**src/rtl/midi_pkg.sv**
```systemverilog
`default_nettype none
// +--------------------------------------------------------------------+
// | Package     : midi_pkg                                             |
// | Description : MIDI status constants, parser state encoding and the |
// |               base (octave 0) period table for the poly synth.     |
// | Revision    : 1.0 - initial release                                |
// +--------------------------------------------------------------------+
package midi_pkg;

  localparam logic [3:0] NOTE_ON      = 4'h9;
  localparam logic [3:0] NOTE_OFF     = 4'h8;
  localparam logic [7:0] REALTIME_MIN = 8'hF8;

  typedef enum logic [1:0] {
    ST_IDLE  = 2'd0,
    ST_DATA1 = 2'd1,
    ST_DATA2 = 2'd2
  } parse_state_t;

  // Clock ticks per cycle of MIDI notes 0..11, rounded to nearest.
  // Frequencies are held in nanohertz so the division stays in integers.
  function automatic logic [31:0] base_period(input longint unsigned clk_hz,
                                              input int unsigned      semitone);
    longint unsigned f_nhz;
    case (semitone)
      0:       f_nhz = 64'd8175798916;
      1:       f_nhz = 64'd8661957218;
      2:       f_nhz = 64'd9177023997;
      3:       f_nhz = 64'd9722718241;
      4:       f_nhz = 64'd10300861154;
      5:       f_nhz = 64'd10913382232;
      6:       f_nhz = 64'd11562325710;
      7:       f_nhz = 64'd12249857374;
      8:       f_nhz = 64'd12978271799;
      9:       f_nhz = 64'd13750000000;
      10:      f_nhz = 64'd14567617547;
      default: f_nhz = 64'd15433853164;
    endcase
    return 32'((clk_hz * 64'd1000000000 + f_nhz / 64'd2) / f_nhz);
  endfunction

endpackage
`default_nettype wire

```
**src/rtl/square_voice.sv**
```systemverilog
`default_nettype none
// +--------------------------------------------------------------------+
// | Module      : square_voice                                         |
// | Description : One square-wave oscillator. A load restarts the      |
// |               phase at 0 with a new period/high time; off silences |
// |               it and parks the counter at 0.                       |
// | Revision    : 1.0 - initial release                                |
// +--------------------------------------------------------------------+
module square_voice #(
  parameter int PERIOD_W = 24
) (
  input  logic                clk,
  input  logic                rst,
  input  logic                load,
  input  logic                off,
  input  logic [PERIOD_W-1:0] period,
  input  logic [PERIOD_W-1:0] high_ticks,
  output logic                out
);

  logic                r_run;
  logic [PERIOD_W-1:0] r_cnt;
  logic [PERIOD_W-1:0] r_period;
  logic [PERIOD_W-1:0] r_high;

  // Phase counter: 0..period-1 while running, held at 0 when idle
  always_ff @(posedge clk or posedge rst) begin
    if (rst) begin
      r_run    <= 1'b0;
      r_cnt    <= '0;
      r_period <= '0;
      r_high   <= '0;
    end else if (load) begin
      r_run    <= 1'b1;
      r_cnt    <= '0;
      r_period <= period;
      r_high   <= high_ticks;
    end else if (off) begin
      r_run <= 1'b0;
      r_cnt <= '0;
    end else if (r_run) begin
      if (r_cnt == r_period - PERIOD_W'(1)) r_cnt <= '0;
      else                                  r_cnt <= r_cnt + PERIOD_W'(1);
    end
  end

  assign out = r_run && (r_cnt < r_high);

endmodule
`default_nettype wire

```
**src/rtl/midi_poly_synth.sv**
```systemverilog
`default_nettype none
// +--------------------------------------------------------------------+
// | Module      : midi_poly_synth                                      |
// | Description : Byte-level MIDI parser, voice allocator and VOICES   |
// |               square-wave oscillators OR'd onto the buzz pin.      |
// |               Define MIDI_POLY_SYNTH_VELOCITY_DUTY_EN to scale the |
// |               duty cycle by note velocity (default: fixed 50%).    |
// | Revision    : 1.0 - initial release                                |
// +--------------------------------------------------------------------+
module midi_poly_synth
  import midi_pkg::*;
#(
  parameter int CLK_HZ   = 12000000,
  parameter int VOICES   = 4,
  parameter int CHANNEL  = 0,
  parameter int PERIOD_W = 24
) (
  input  logic              clk,
  input  logic              rst,
  input  logic              rx_valid,
  input  logic [7:0]        rx_byte,
  output logic              buzz,
  output logic [VOICES-1:0] voice_active
);

  localparam int          c_IDX_W = (VOICES > 1) ? $clog2(VOICES) : 1;
  localparam logic [3:0]  c_CHAN  = 4'(CHANNEL);
  localparam logic [c_IDX_W-1:0] c_LAST = c_IDX_W'(VOICES - 1);
  localparam logic [31:0] c_base_period [16] = '{
    base_period(64'(CLK_HZ), 0), base_period(64'(CLK_HZ), 1),
    base_period(64'(CLK_HZ), 2), base_period(64'(CLK_HZ), 3),
    base_period(64'(CLK_HZ), 4), base_period(64'(CLK_HZ), 5),
    base_period(64'(CLK_HZ), 6), base_period(64'(CLK_HZ), 7),
    base_period(64'(CLK_HZ), 8), base_period(64'(CLK_HZ), 9),
    base_period(64'(CLK_HZ), 10), base_period(64'(CLK_HZ), 11),
    32'd0, 32'd0, 32'd0, 32'd0
  };

  // Parser state
  parse_state_t r_state, w_state_nxt;
  logic         r_run_vld, w_run_vld_nxt;  // running status present
  logic         r_run_on,  w_run_on_nxt;   // running status is 0x9n
  logic [6:0]   r_note,    w_note_nxt;
  logic         r_event,   w_event_nxt;
  logic         r_ev_on,   w_ev_on_nxt;

  // Voice bookkeeping
  logic [VOICES-1:0]  r_active;
  logic [6:0]         r_vnote [VOICES];
  logic [c_IDX_W-1:0] r_steal_ptr;
  logic               r_buzz;

  logic               w_hit, w_free, w_steal;
  logic [c_IDX_W-1:0] w_hit_idx, w_free_idx;
  logic [VOICES-1:0]  w_load, w_off, w_vout;
  logic [3:0]         w_octave, w_semi;
  logic [PERIOD_W-1:0] w_period, w_high;

  // Parser registers
  always_ff @(posedge clk or posedge rst) begin
    if (rst) begin
      r_state   <= ST_IDLE;
      r_run_vld <= 1'b0;
      r_run_on  <= 1'b0;
      r_note    <= '0;
      r_event   <= 1'b0;
      r_ev_on   <= 1'b0;
    end else begin
      r_state   <= w_state_nxt;
      r_run_vld <= w_run_vld_nxt;
      r_run_on  <= w_run_on_nxt;
      r_note    <= w_note_nxt;
      r_event   <= w_event_nxt;
      r_ev_on   <= w_ev_on_nxt;
    end
  end

  // Parser next state: status bytes set/clear running status, data bytes
  // walk note -> velocity; real-time bytes leave everything untouched
  always_comb begin
    w_state_nxt   = r_state;
    w_run_vld_nxt = r_run_vld;
    w_run_on_nxt  = r_run_on;
    w_note_nxt    = r_note;
    w_event_nxt   = 1'b0;
    w_ev_on_nxt   = r_ev_on;
    if (rx_valid && (rx_byte < REALTIME_MIN)) begin
      if (rx_byte[7]) begin
        if ((rx_byte[3:0] == c_CHAN) &&
            ((rx_byte[7:4] == NOTE_ON) || (rx_byte[7:4] == NOTE_OFF))) begin
          w_run_vld_nxt = 1'b1;
          w_run_on_nxt  = (rx_byte[7:4] == NOTE_ON);
          w_state_nxt   = ST_DATA1;
        end else begin
          w_run_vld_nxt = 1'b0;
          w_state_nxt   = ST_IDLE;
        end
      end else begin
        case (r_state)
          ST_IDLE: begin
            if (r_run_vld) begin
              w_note_nxt  = rx_byte[6:0];
              w_state_nxt = ST_DATA2;
            end
          end
          ST_DATA1: begin
            w_note_nxt  = rx_byte[6:0];
            w_state_nxt = ST_DATA2;
          end
          ST_DATA2: begin
            w_event_nxt = 1'b1;
            w_ev_on_nxt = r_run_on && (rx_byte[6:0] != 7'd0);
            w_state_nxt = ST_DATA1;
          end
          default: w_state_nxt = ST_IDLE;
        endcase
      end
    end
  end

  // Octave/semitone split of the pending note by a compare chain
  always_comb begin
    w_octave = 4'd0;
    w_semi   = r_note[3:0];
    for (int k = 1; k <= 10; k++) begin
      if (r_note >= 7'(12 * k)) begin
        w_octave = 4'(k);
        w_semi   = 4'(r_note - 7'(12 * k));
      end
    end
  end

  assign w_period = PERIOD_W'(c_base_period[w_semi] >> w_octave);

`ifdef MIDI_POLY_SYNTH_VELOCITY_DUTY_EN
  logic [6:0]          r_vel;
  logic [PERIOD_W+6:0] w_prod;

  // Velocity of the message being completed, used to scale duty
  always_ff @(posedge clk or posedge rst) begin
    if (rst) r_vel <= '0;
    else if (rx_valid && !rx_byte[7] && (r_state == ST_DATA2)) r_vel <= rx_byte[6:0];
  end

  assign w_prod = (PERIOD_W+7)'(w_period) * (PERIOD_W+7)'(r_vel);
  assign w_high = PERIOD_W'(w_prod >> 8);
`else
  assign w_high = w_period >> 1;
`endif

  // Allocation: retrigger a holder, else lowest free voice, else steal
  always_comb begin
    w_hit      = 1'b0;
    w_hit_idx  = '0;
    w_free     = 1'b0;
    w_free_idx = '0;
    w_load     = '0;
    w_off      = '0;
    for (int i = VOICES - 1; i >= 0; i--) begin
      if (r_active[i] && (r_vnote[i] == r_note)) begin
        w_hit     = 1'b1;
        w_hit_idx = c_IDX_W'(i);
      end
      if (!r_active[i]) begin
        w_free     = 1'b1;
        w_free_idx = c_IDX_W'(i);
      end
    end
    if (r_event) begin
      if (r_ev_on) begin
        if (w_hit)       w_load[w_hit_idx]   = 1'b1;
        else if (w_free) w_load[w_free_idx]  = 1'b1;
        else             w_load[r_steal_ptr] = 1'b1;
      end else begin
        for (int i = 0; i < VOICES; i++)
          if (r_active[i] && (r_vnote[i] == r_note)) w_off[i] = 1'b1;
      end
    end
    w_steal = r_event && r_ev_on && !w_hit && !w_free;
  end

  // Per-voice note/active registers and the round-robin steal pointer
  always_ff @(posedge clk or posedge rst) begin
    if (rst) begin
      r_active    <= '0;
      r_steal_ptr <= '0;
      for (int i = 0; i < VOICES; i++) r_vnote[i] <= '0;
    end else begin
      for (int i = 0; i < VOICES; i++) begin
        if (w_load[i]) begin
          r_active[i] <= 1'b1;
          r_vnote[i]  <= r_note;
        end else if (w_off[i]) begin
          r_active[i] <= 1'b0;
        end
      end
      if (w_steal) r_steal_ptr <= (r_steal_ptr == c_LAST) ? '0 : r_steal_ptr + c_IDX_W'(1);
    end
  end

  generate
    for (genvar g = 0; g < VOICES; g++) begin : g_voice
      square_voice #(.PERIOD_W(PERIOD_W)) u_voice (
        .clk        (clk),
        .rst        (rst),
        .load       (w_load[g]),
        .off        (w_off[g]),
        .period     (w_period),
        .high_ticks (w_high),
        .out        (w_vout[g])
      );
    end
  endgenerate

  // Registered mix of all voices onto the pin
  always_ff @(posedge clk or posedge rst) begin
    if (rst) r_buzz <= 1'b0;
    else     r_buzz <= |w_vout;
  end

  assign buzz         = r_buzz;
  assign voice_active = r_active;

endmodule
`default_nettype wire

```
**config.mk**
```make
export PLATFORM = sky130hd
export DESIGN_NAME = midi_poly_synth
export DESIGN_NICKNAME = d
export VERILOG_FILES = /design/src/rtl/midi_pkg.sv /design/src/rtl/square_voice.sv /design/src/rtl/midi_poly_synth.sv
export SDC_FILE = /design/constraint.sdc
export NUM_CORES = 1
export LEC_CHECK = 0
export ABC_AREA = 1
export ABC_CLOCK_PERIOD_IN_PS = 10250
export BUFFER_PORTS_ARGS = -buffer_cell sky130_fd_sc_hd__clkbuf_2
export CORE_UTILIZATION = 35
export CTS_BUF_LIST = sky130_fd_sc_hd__clkbuf_16
export CTS_CLUSTER_SIZE = 10
export DETAILED_ROUTE_END_ITERATION = 8
export SYNTH_ARGS = -nofsm -noshare
export SYNTH_HDL_FRONTEND = slang
export SYNTH_SLANG_ARGS = --single-unit
```
**constraint.sdc**
```tcl
create_clock -name clk -period 10.25 [get_ports clk]
set_input_delay 1.025 -clock clk [delete_from_list [all_inputs] [get_ports clk]]
set_output_delay 1.025 -clock clk [all_outputs]
set_load 0.005 [all_outputs]
```
# Word-level counts from Yosys, hierarchy flattened
# Memory sizes are Yosys's and may differ from the RTL's.
# Index checks and enable logic that the tools add are counted.
# totals
regBits,332
latch_bits,0
ramBits,0
romBits,512
output_inout_bits,5
word_cells,214
mem_count,1
# classes
n_addsub,19
multipliers,0
div,0
n_lt_le_gt_ge,22
n_eq_ne,15
shift,1
n_mux,88
bitwise_logic,2
n_reduce_logical,38
# mem_list
memory,depth,width,read_ports,rd_clocked_by_memory_dff,wr,line,source
(no name shown),16,32,1,0,0,midi_poly_synth.sv:133,assign w_period = PERIOD_W'(c_base_period[w_semi] >> w_octave);
# op_table
cell,count
24-bit 2-to-1 mux,16
4-bit 2-to-1 mux,25
"24-bit by 1-bit adder with 24-bit output, second input constant",4
24-bit equality test,4
24-bit by 23-bit less-than comparator with 1-bit output,4
"24-bit by 1-bit subtractor with 24-bit output, second input constant",4
32-bit 2-to-1 mux,2
"7-bit greater-or-equal comparator, second input constant",5
32-bit by 4-bit >> shifter with 24-bit output,1
7-bit equality test,4
1-bit 2-to-1 mux,28
"4-bit subtractor, second input constant",6
2-bit 2-to-1 mux,11
"7-bit by 6-bit greater-or-equal comparator with 1-bit output, second input constant",3
1-bit logical AND,17
7-bit case mux with 2 select lines,1
3-bit nonzero test,4
2-bit nonzero test,5
"2-bit by 3-bit less-than comparator with 1-bit output, second input constant",3
"4-bit equality test, second input constant",2
"8-bit less-than comparator, second input constant",1
"4-bit by 1-bit subtractor with 4-bit output, second input constant",2
"4-bit by 3-bit subtractor with 4-bit output, second input constant",2
"7-bit by 4-bit greater-or-equal comparator with 1-bit output, second input constant",1
22 further kinds,30

# Logic depth before layout (Yosys ltp)
# Gate-level depths: netlist of run 1.
# logic_depth
depth_word,16
ltp_mapped,29
depth_no_buf,27

# Modules after synthesis
# From an unflattened synthesis of run 1, not the netlist that was laid out.
# hier_totals
cells_unflattened,3423
hier_area_um2,24546.0
# by_module_without_submodules
module,n_inst,cells_per_inst,area_per_inst_um2,seq_area_each_um2
square_voice at g_voice[1].u_voice ...,2,699,5068.6,1826.8
square_voice at g_voice[3].u_voice,1,680,5016.1,1826.8
square_voice at g_voice[0].u_voice,1,679,4969.8,1826.8
midi_poly_synth,1,666,4423.0,1201.2

# Worst setup path before layout of run 1
# No wires, ideal clock.
# synth_timing
path_type,flip-flop to flip-flop
from,register r_note[1]
to,register g_voice[0].u_voice.r_period[3]
arrival_ns,2.816
slack_ns,7.316
stages_incl_launch_ff,28
n_path_buf,2
path_cell_list,dfrtp_1 -> inv_2 -> buf_2 -> ha_1 -> nand2_1 -> nand2_1 -> inv_1 -> nand2_1 -> nand3_1 -> nand2_1 -> nand2_1 -> nand2_1 -> nand2_2 -> nand2_4 -> nand2_4 -> nand2_8 -> nand2_8 -> buf_8 -> ha_1 -> inv_1 -> nand2_1 -> nand3_1 -> nand3_2 -> nand2_2 -> nand2_2 -> nand3_2 -> nand3_1 -> nand2_1
# synth_between
elab_chain_cells,16
word_cells_on_any_way,69
classes_between,add/sub: 10; order compare: 12; eq/ne: 4; shift: 1; mux: 35; bitwise: 1; reduce/logical: 5; memory: 1
# synth_rtl
item,line,source
"start, declared",midi_poly_synth.sv:43,"logic [6:0] r_note, w_note_nxt;"
"start signal, assigned",midi_poly_synth.sv:72,r_note <= w_note_nxt;
7-bit by 4-bit greater-or-equal comparator with 1-bit output or 4-bit subtractor (tied branches),"midi_poly_synth.sv:126, midi_poly_synth.sv:128",
4-bit 2-to-1 mux (10 in a row),midi_poly_synth.sv:126,if (r_note >= 7'(12 * k)) begin
4-bit NOT with 5-bit output (not written as such),midi_poly_synth.sv:133,
memory read 16 x 32 bit,--,
32-bit 2-to-1 mux (not written as such) (2 in a row),midi_poly_synth.sv:133,
32-bit by 4-bit >> shifter with 24-bit output,midi_poly_synth.sv:133,
"end signal, assigned",square_voice.sv:36,r_period <= period;
"end, declared",square_voice.sv:23,logic [PERIOD_W-1:0] r_period;
# Several ways; a longest one is shown, not always the timed one. The select of a mux whose other input is x is not followed.
# A chain may end at the register's enable or synchronous reset.

# Worst setup path in the final report of run 1
# layout_timing
from,register r_note[2]
to,register g_voice[0].u_voice.r_cnt[2]
# layout_between
elab_chain_cells,14
word_cells_on_any_way,30
classes_between,order compare: 2; eq/ne: 4; mux: 18; reduce/logical: 6
# layout_rtl
item,line,source
7-bit equality test,midi_poly_synth.sv:160,if (r_active[i] && (r_vnote[i] == r_note)) begin
1-bit logical AND,midi_poly_synth.sv:160,
2-bit 2-to-1 mux (4 in a row),midi_poly_synth.sv:160,
2-bit by 3-bit less-than comparator with 1-bit output (not written as such) or 2-bit by 1-bit greater-or-equal comparator with 1-bit output (tied branches),midi_poly_synth.sv:171,if (w_hit) w_load[w_hit_idx] = 1'b1;
1-bit logical AND (not written as such),midi_poly_synth.sv:171,
1-bit 2-to-1 mux (not written as such),midi_poly_synth.sv:171,
1-bit demux with 2-bit select,midi_poly_synth.sv:171,
4-bit 2-to-1 mux,midi_poly_synth.sv:171,
4-bit 2-to-1 mux,midi_poly_synth.sv:170,if (r_ev_on) begin
4-bit 2-to-1 mux,midi_poly_synth.sv:169,if (r_event) begin
3-bit nonzero test (no line) or 24-bit 2-to-1 mux (tied branches),--,
"end signal, assigned",square_voice.sv:43,else r_cnt <= r_cnt + PERIOD_W'(1);
"end, declared",square_voice.sv:22,logic [PERIOD_W-1:0] r_cnt;
# Several ways; a longest one is shown, not always the timed one.

==> results.cfg, run 1 <==
[layout]
final_cell_mix = 534 x nand2_1, 278 x inv_1, 228 x dfrtp_1
drive_gt1_share_pct = 6.404
area_growth_pct = 7.360
final_nets = 2488
fin_util_pct = 38.21
fill_cells = 5125
mostFrequentLayoutCell = nand2_1
antenna_cells = 0

[setup_path]
worst-setup-path-type = flop to flop
worst-path-max-fanout = 31
critPathSlowestCell = nor3_2
crit_chain = inv_2, a21oi_1, o221ai_1, nor3_1, nand2_1, nand2_1, inv_2, nand2_2, o21ai_1, nand2_1, inv_1, nor3_2, inv_1, o21ai_0
crit_required_ns = 10.75
cp_data_arrival_time_ns = 5.13
crit_path_max_incr_delay_ns = 0.78
cp-end-kind = flop
worst_path_most_repeated_cell = nand2_1
cp-start-kind = flop

[floorplan]
ioPinCount = 16
die-area_um2 = 50780
initial_core_util_pct = 35.59
die_w_um = 225.3
dieHeight_um = 225.3
rows = 81
core_region_area_um2 = 49050

[sta]
drv_slew = 0
fmax_ghz = 0.2159
setup-tns-final_ns = 0
final_hold_viol_count = 0
hold_ws_ns = 0.4788
fin_crit_sh_pct = 45.18
relSlewSlack_pct = 27.11
worst_pin_slew_ns = 1.090
final-setup-viol-count = 0
period_needed_ns = 4.631
grt_setup_unrepaired = no
finClkSkew_ns = 0.02393

[clock_tree]
h-tree-depth = 1
cts_resized = 0
path_clk_slew_ns = 0.05
holdBufCountCts = 0
postCtsSetupBuffers = 0
clock-sinks = 228
insertion_delay_ns = 0.59
clockRootBuffer = clkbuf_16
tritoncts = done
clock_path_buffers = 3
cts_inserted_buffers = 28

[detailed_routing]
antenna_left = 0
drc = 0
drt_iter0_markers = 1150
wire_per_inst_um = 16.16
vias = 16193
dr.pass1.iters = 5
wl_mm = 49.35
drt-vias-per-instance = 5.304

[logic_synthesis]
ys_seq_elements = 228
synth_enable_flop_cells = 0
async_flop_share_pct = 100.0
synth_nets = 2515
synth_cells = 2406
seq_area_frac_synth_pct = 32.68
synth_cell_types = 68
synth_flop_cell = dfrtp_1
synth.avg_cell_area_um2 = 7.257
yosys_warnings = 0
netlist_area_um2 = 17460

[global_route]
antenna_found_initial = 0
grtUsageTotal_pct = 19.73
grt_pass1_vias = 15370
grt_util_met2_pct = 31.34
grt_max_degree = 120
top_usage_layer = met2
grt-ovfl-total = 0
met3_usage_pct = 2.673
grt_pass1_wl_mm = 81.68
use_met1_pct = 27.57

[worst_hold_path]
hold_class = flop to flop

[power_and_ir_drop]
power_leakage_uw = 0.008659
vdd_ir_drop_max_uv = 211.0
powerDensity_nw_per_um2 = 311.4

[place]
dpl.hpwl_mm = 36.52
place_congestion = 0.9082
port_buffers = 15

[job]
drv_cap = 0

[status]
status = finished clean
## cell families (layout without fill, tap and decap cells)
logic type	after synthesis	in the layout	share of synthesized area (%)
buffers and inverters	370	353	8.815
muxes	3	3	0.1720
DFF	228	228	32.68
and+or+nand+nor	1196	1196	31.58
xor gates and xnor gates	148	148	7.424
adders and majority gates	98	98	7.023
AOI/OAI and AO/OA	363	363	12.30
## cell type report
type / count / area (um^2) / area share, %
clock buffers: 28 / 700.7 / 3.738
clock inverters: 12 / 73.82 / 0.3938
inverters: 294 / 1114 / 5.941
multi-input cells: 1808 / 10210 / 54.50
flip-flops and latches: 228 / 5705 / 30.44
well taps: 664 / 830.8 / 4.432
repair buffers: 19 / 105.1 / 0.5607
## metrics by stage
step,std cells,total power (uW),area (um^2),setup slack (ns)
after detailed placement,3013,4917,17970,5.614
after global placement,3013,4875,17970,5.714
after global routing,3053,6331,18740,5.162
final,3053,5837,18740,5.619
after floorplan,2406,3932,17460,2.977
after CTS,3053,5827,18740,5.619
## worst paths after layout
| kind | from | to | slack [ns] | cells past startpoint |
|---|---|---|---|---|
| setup / recovery | r_note[2] | g_voice[0].u_voice.r_cnt[2] | 5.62 | 14 |
| hold reg to reg | g_voice[3].u_voice.r_period[5] | g_voice[3].u_voice.r_period[5] | 0.48 | 2 |
| hold / removal | g_voice[3].u_voice.r_period[5] | g_voice[3].u_voice.r_period[5] | 0.48 | 2 |
| min in group asynchronous | rst | buzz | 0.61 | 2 |
| setup reg to reg | r_note[2] | g_voice[0].u_voice.r_cnt[2] | 5.62 | 14 |
| max in group asynchronous | rst | r_note[5] | 8.33 | 3 |
## flip-flops by register name, summed over array words and instances, names as in the netlist, 2 cells and up
name / count
voice_active: 2
g_voice.u_voice.r_period: 84
r_note: 7
r_steal_ptr: 2
r_vnote: 28
r_state: 2
g_voice.u_voice.r_cnt: 96
g_voice.u_voice.r_run: 2
## layer usage
metal,vias up,wire [um]
met5,-,0
met4,0,1409
met3,76,2438
met2,396,22110
met1,7732,23390
li1,7989,-
## synth_stat cells, types with 23 or more instances
cell type	number	area [um^2]
nand2_1	534	2004
inv_1	277	1040
dfrtp_1	228	5705
nand3_1	214	1071
nor2_1	202	758.2
xor2_1	120	1051
o21ai_0	110	550.5
ha_1	98	1226
nand4_1	71	444.2
a21oi_1	69	345.3
o21ai_1	66	330.3
nor3_1	60	300.3
o22ai_1	33	206.5
buf_2	30	150.1
o211ai_1	28	210.2
xnor2_1	28	245.2
nor4_1	24	150.1
nand3_2	23	230.2
## critical path, delay by kind of cell, from the launching register on
family / cells / cell delay, ns
simple gates: 6 / 1.83
buf+inv: 4 / 1.37
flops: 1 / 0.69
compound gates: 4 / 0.64
## power breakdown
group	internal, uW	switching, uW	leakage, uW	total (uW)
Clock	486	395	0.000386	881
Sequential	1050	218	0.00311	1270
Combinational	1090	2600	0.00516	3690
Total	2620	3210	0.00866	5840
Power figures use the tool's default switching activity.
==> run 2, diff against run 1 <==
- ABC_CLOCK_PERIOD_IN_PS: 10250 -> 4400
- clock period: 10.25 -> 4.4 ns (I/O delays scaled with it)
==> results.cfg, run 2 (synthesized netlist as in run 1, its figures left out) <==
[status]
status = finished clean

[sta]
period_needed_ns = 3.758
grt_setup_unrepaired = no
fin_crit_sh_pct = 85.40
final-setup-viol-count = 0
setup_ws_ns = 0.6424
worst_pin_slew_ns = 0.6695
drv_slew = 0
finClkSkew_ns = 0.02977
relSlewSlack_pct = 55.36
fmax_ghz = 0.2661
final_hold_viol_count = 0
setup-tns-final_ns = 0

[power_and_ir_drop]
powerDensity_nw_per_um2 = 721.9
total_power_uw = 13780
p_int_uw = 6499
power_leakage_uw = 0.008861
vdd_ir_drop_max_uv = 393.1
clkPwrFrac_pct = 17.7
sw_frac_of_total_pct = 52.85
p_sw_uw = 7283
seq_power_share_pct = 21.7
combPwrFrac_pct = 60.5

[setup_path]
worst-setup-path-type = flop to flop
reg2reg_from = r_note[0]
crit_required_ns = 4.89
cp-start-kind = flop
r2r_end = g_voice[2].u_voice.r_period[18]
rrSetupSlack_ns = 0.64
setup.worst_path.start = r_note[0]
worst-path-max-fanout = 23
reg2reg_depth = 25
cp-end-kind = flop
cp-endpoint = g_voice[2].u_voice.r_period[18]
cp_data_arrival_time_ns = 4.24

[clock_tree]
clockRootBuffer = clkbuf_16
h-tree-depth = 1
clock-sinks = 228
cts_inserted_buffers = 30
path_clk_slew_ns = 0.06
postCtsSetupBuffers = 0
holdBufCountCts = 1
insertion_delay_ns = 0.59
tritoncts = done
clock_path_buffers = 3
cts_resized = 0

[detailed_routing]
wl_mm = 50.38
dr.pass1.iters = 5
wire_per_inst_um = 16.34
drc = 0
antenna_left = 0
vias = 16264
drt_iter0_markers = 1174
drt-vias-per-instance = 5.275

[layout]
drive_gt1_share_pct = 7.482
area_growth_pct = 9.352
final_cells = 3083
largest_reg_flops = 96
design_area_um2 = 19090
top_register = g_voice.u_voice.r_cnt
final_nets = 2511
largestRegisters = g_voice.u_voice.r_cnt x96, g_voice.u_voice.r_period x84, r_vnote x28
fill_cells = 5127
antenna_cells = 0
mostFrequentLayoutCell = nand2_1
final_cell_mix = 534 x nand2_1, 282 x inv_1, 228 x dfrtp_1

[global_route]
antenna_found_initial = 0
grtUsageTotal_pct = 20.24
grt_max_degree = 100
grt_pass1_vias = 15729
grt-ovfl-total = 0
grt_pass1_wl_mm = 83.30

[place]
port_buffers = 15
dpl.hpwl_mm = 37.85
place_area_um2 = 18130
place_congestion = 0.9313
pre_cts_ws_ns = 0.6357
place.detailed.instances = 3033

[worst_hold_path]
hold_class = input pin to flop

[floorplan]
initial_core_util_pct = 35.59
dieHeight_um = 225.3
rows = 81
core_region_area_um2 = 49050
die-area_um2 = 50780
ioPinCount = 16
die_w_um = 225.3

[job]
drv_cap = 0
==> run 2: cell types whose count changed in the layout (fill, tap and decap cells not counted), sizes merged <==
| cell | previous run | this run |
|---|---|---|
| buf | 4 | 24 |
| clkinvlp | 0 | 1 |
| bufinv | 0 | 4 |
| inv | 294 | 297 |
| clkbuf | 43 | 46 |
| dlygate4sd3 | 0 | 1 |
| clkinv | 12 | 10 |
==> run 2: power groups by stage <==
stage	sequential (uW)	combinational, uW	clock, uW
floorplan	2760	6400	0
global placement	3010	8170	0
detailed placement	3020	8210	0
CTS	2990	8250	2510
global route	3050	9350	2590
finish	3000	8340	2440
==> run 2: per-layer routing <==
layer | global-route usage, % | vias up | part of all wire (%)
li1 | - | 8036 | -
met1 | 27.88 | 7778 | 47
met2 | 33.31 | 376 | 46
met3 | 2.386 | 74 | 4.8
met4 | 5.530 | 0 | 2.4
met5 | 0 | - | 0
==> run 2: critical path, stage by stage, from the launching register on <==
cell and delay, ns:
dfrtp_1 0.66, inv_1 0.27, ha_1 0.28, nand2_1 0.06, nand2_1 0.06, inv_1 0.07, nand2_1 0.05, nand3_1 0.06
nand2_1 0.06, nand2_1 0.05, nand2_1 0.06, nand2_2 0.07, nand2_4 0.07, nand2_4 0.23, nand2_8 0.12, nand2_8 0.16
ha_1 0.25, inv_1 0.05, nand2_1 0.06, nand2_1 0.10, nand2_1 0.07, o211ai_1 0.14, nand2_1 0.15, nor2_2 0.32
nand2_1 0.10, o21ai_0 0.08
==> run 2: cell type report <==
| type | count | area [um^2] | share of cell area (%) |
|---|---|---|---|
| Clock buffer | 31 | 775.7 | 4.063 |
| Clock inverter | 18 | 177.7 | 0.9306 |
| Inverter | 294 | 1110 | 5.813 |
| Multi-Input combinational cell | 1808 | 10210 | 53.50 |
| Sequential cell | 228 | 5705 | 29.88 |
| Tap cell | 664 | 830.8 | 4.352 |
| Timing Repair Buffer | 40 | 277.8 | 1.455 |
==> run 2: how the worst min path moves through the flow <==
stage	end	slack, ns	startpoint	depth (start not counted)
after floorplan	g_voice[2].u_voice.r_period[5]	0.45	g_voice[2].u_voice.r_period[5]	2
after global placement	r_run_on	0.47	r_run_on	2
after detailed placement	g_voice[2].u_voice.r_period[5]	0.47	g_voice[2].u_voice.r_period[5]	2
after CTS	r_event	0.07	rx_byte[7]	2
after global routing	r_event	0.08	rx_byte[7]	2
final	r_event	0.09	rx_byte[7]	2
==> run 2: through the flow <==
stage          hold slack [ns]  util (%)
2_1_floorplan           0.4489         -
3_3_place_gp            0.4658     36.96
3_5_place_dp            0.4732     36.96
4_1_cts                0.06573     38.92
5_1_grt                0.08338     38.92
6_report               0.08869     38.92
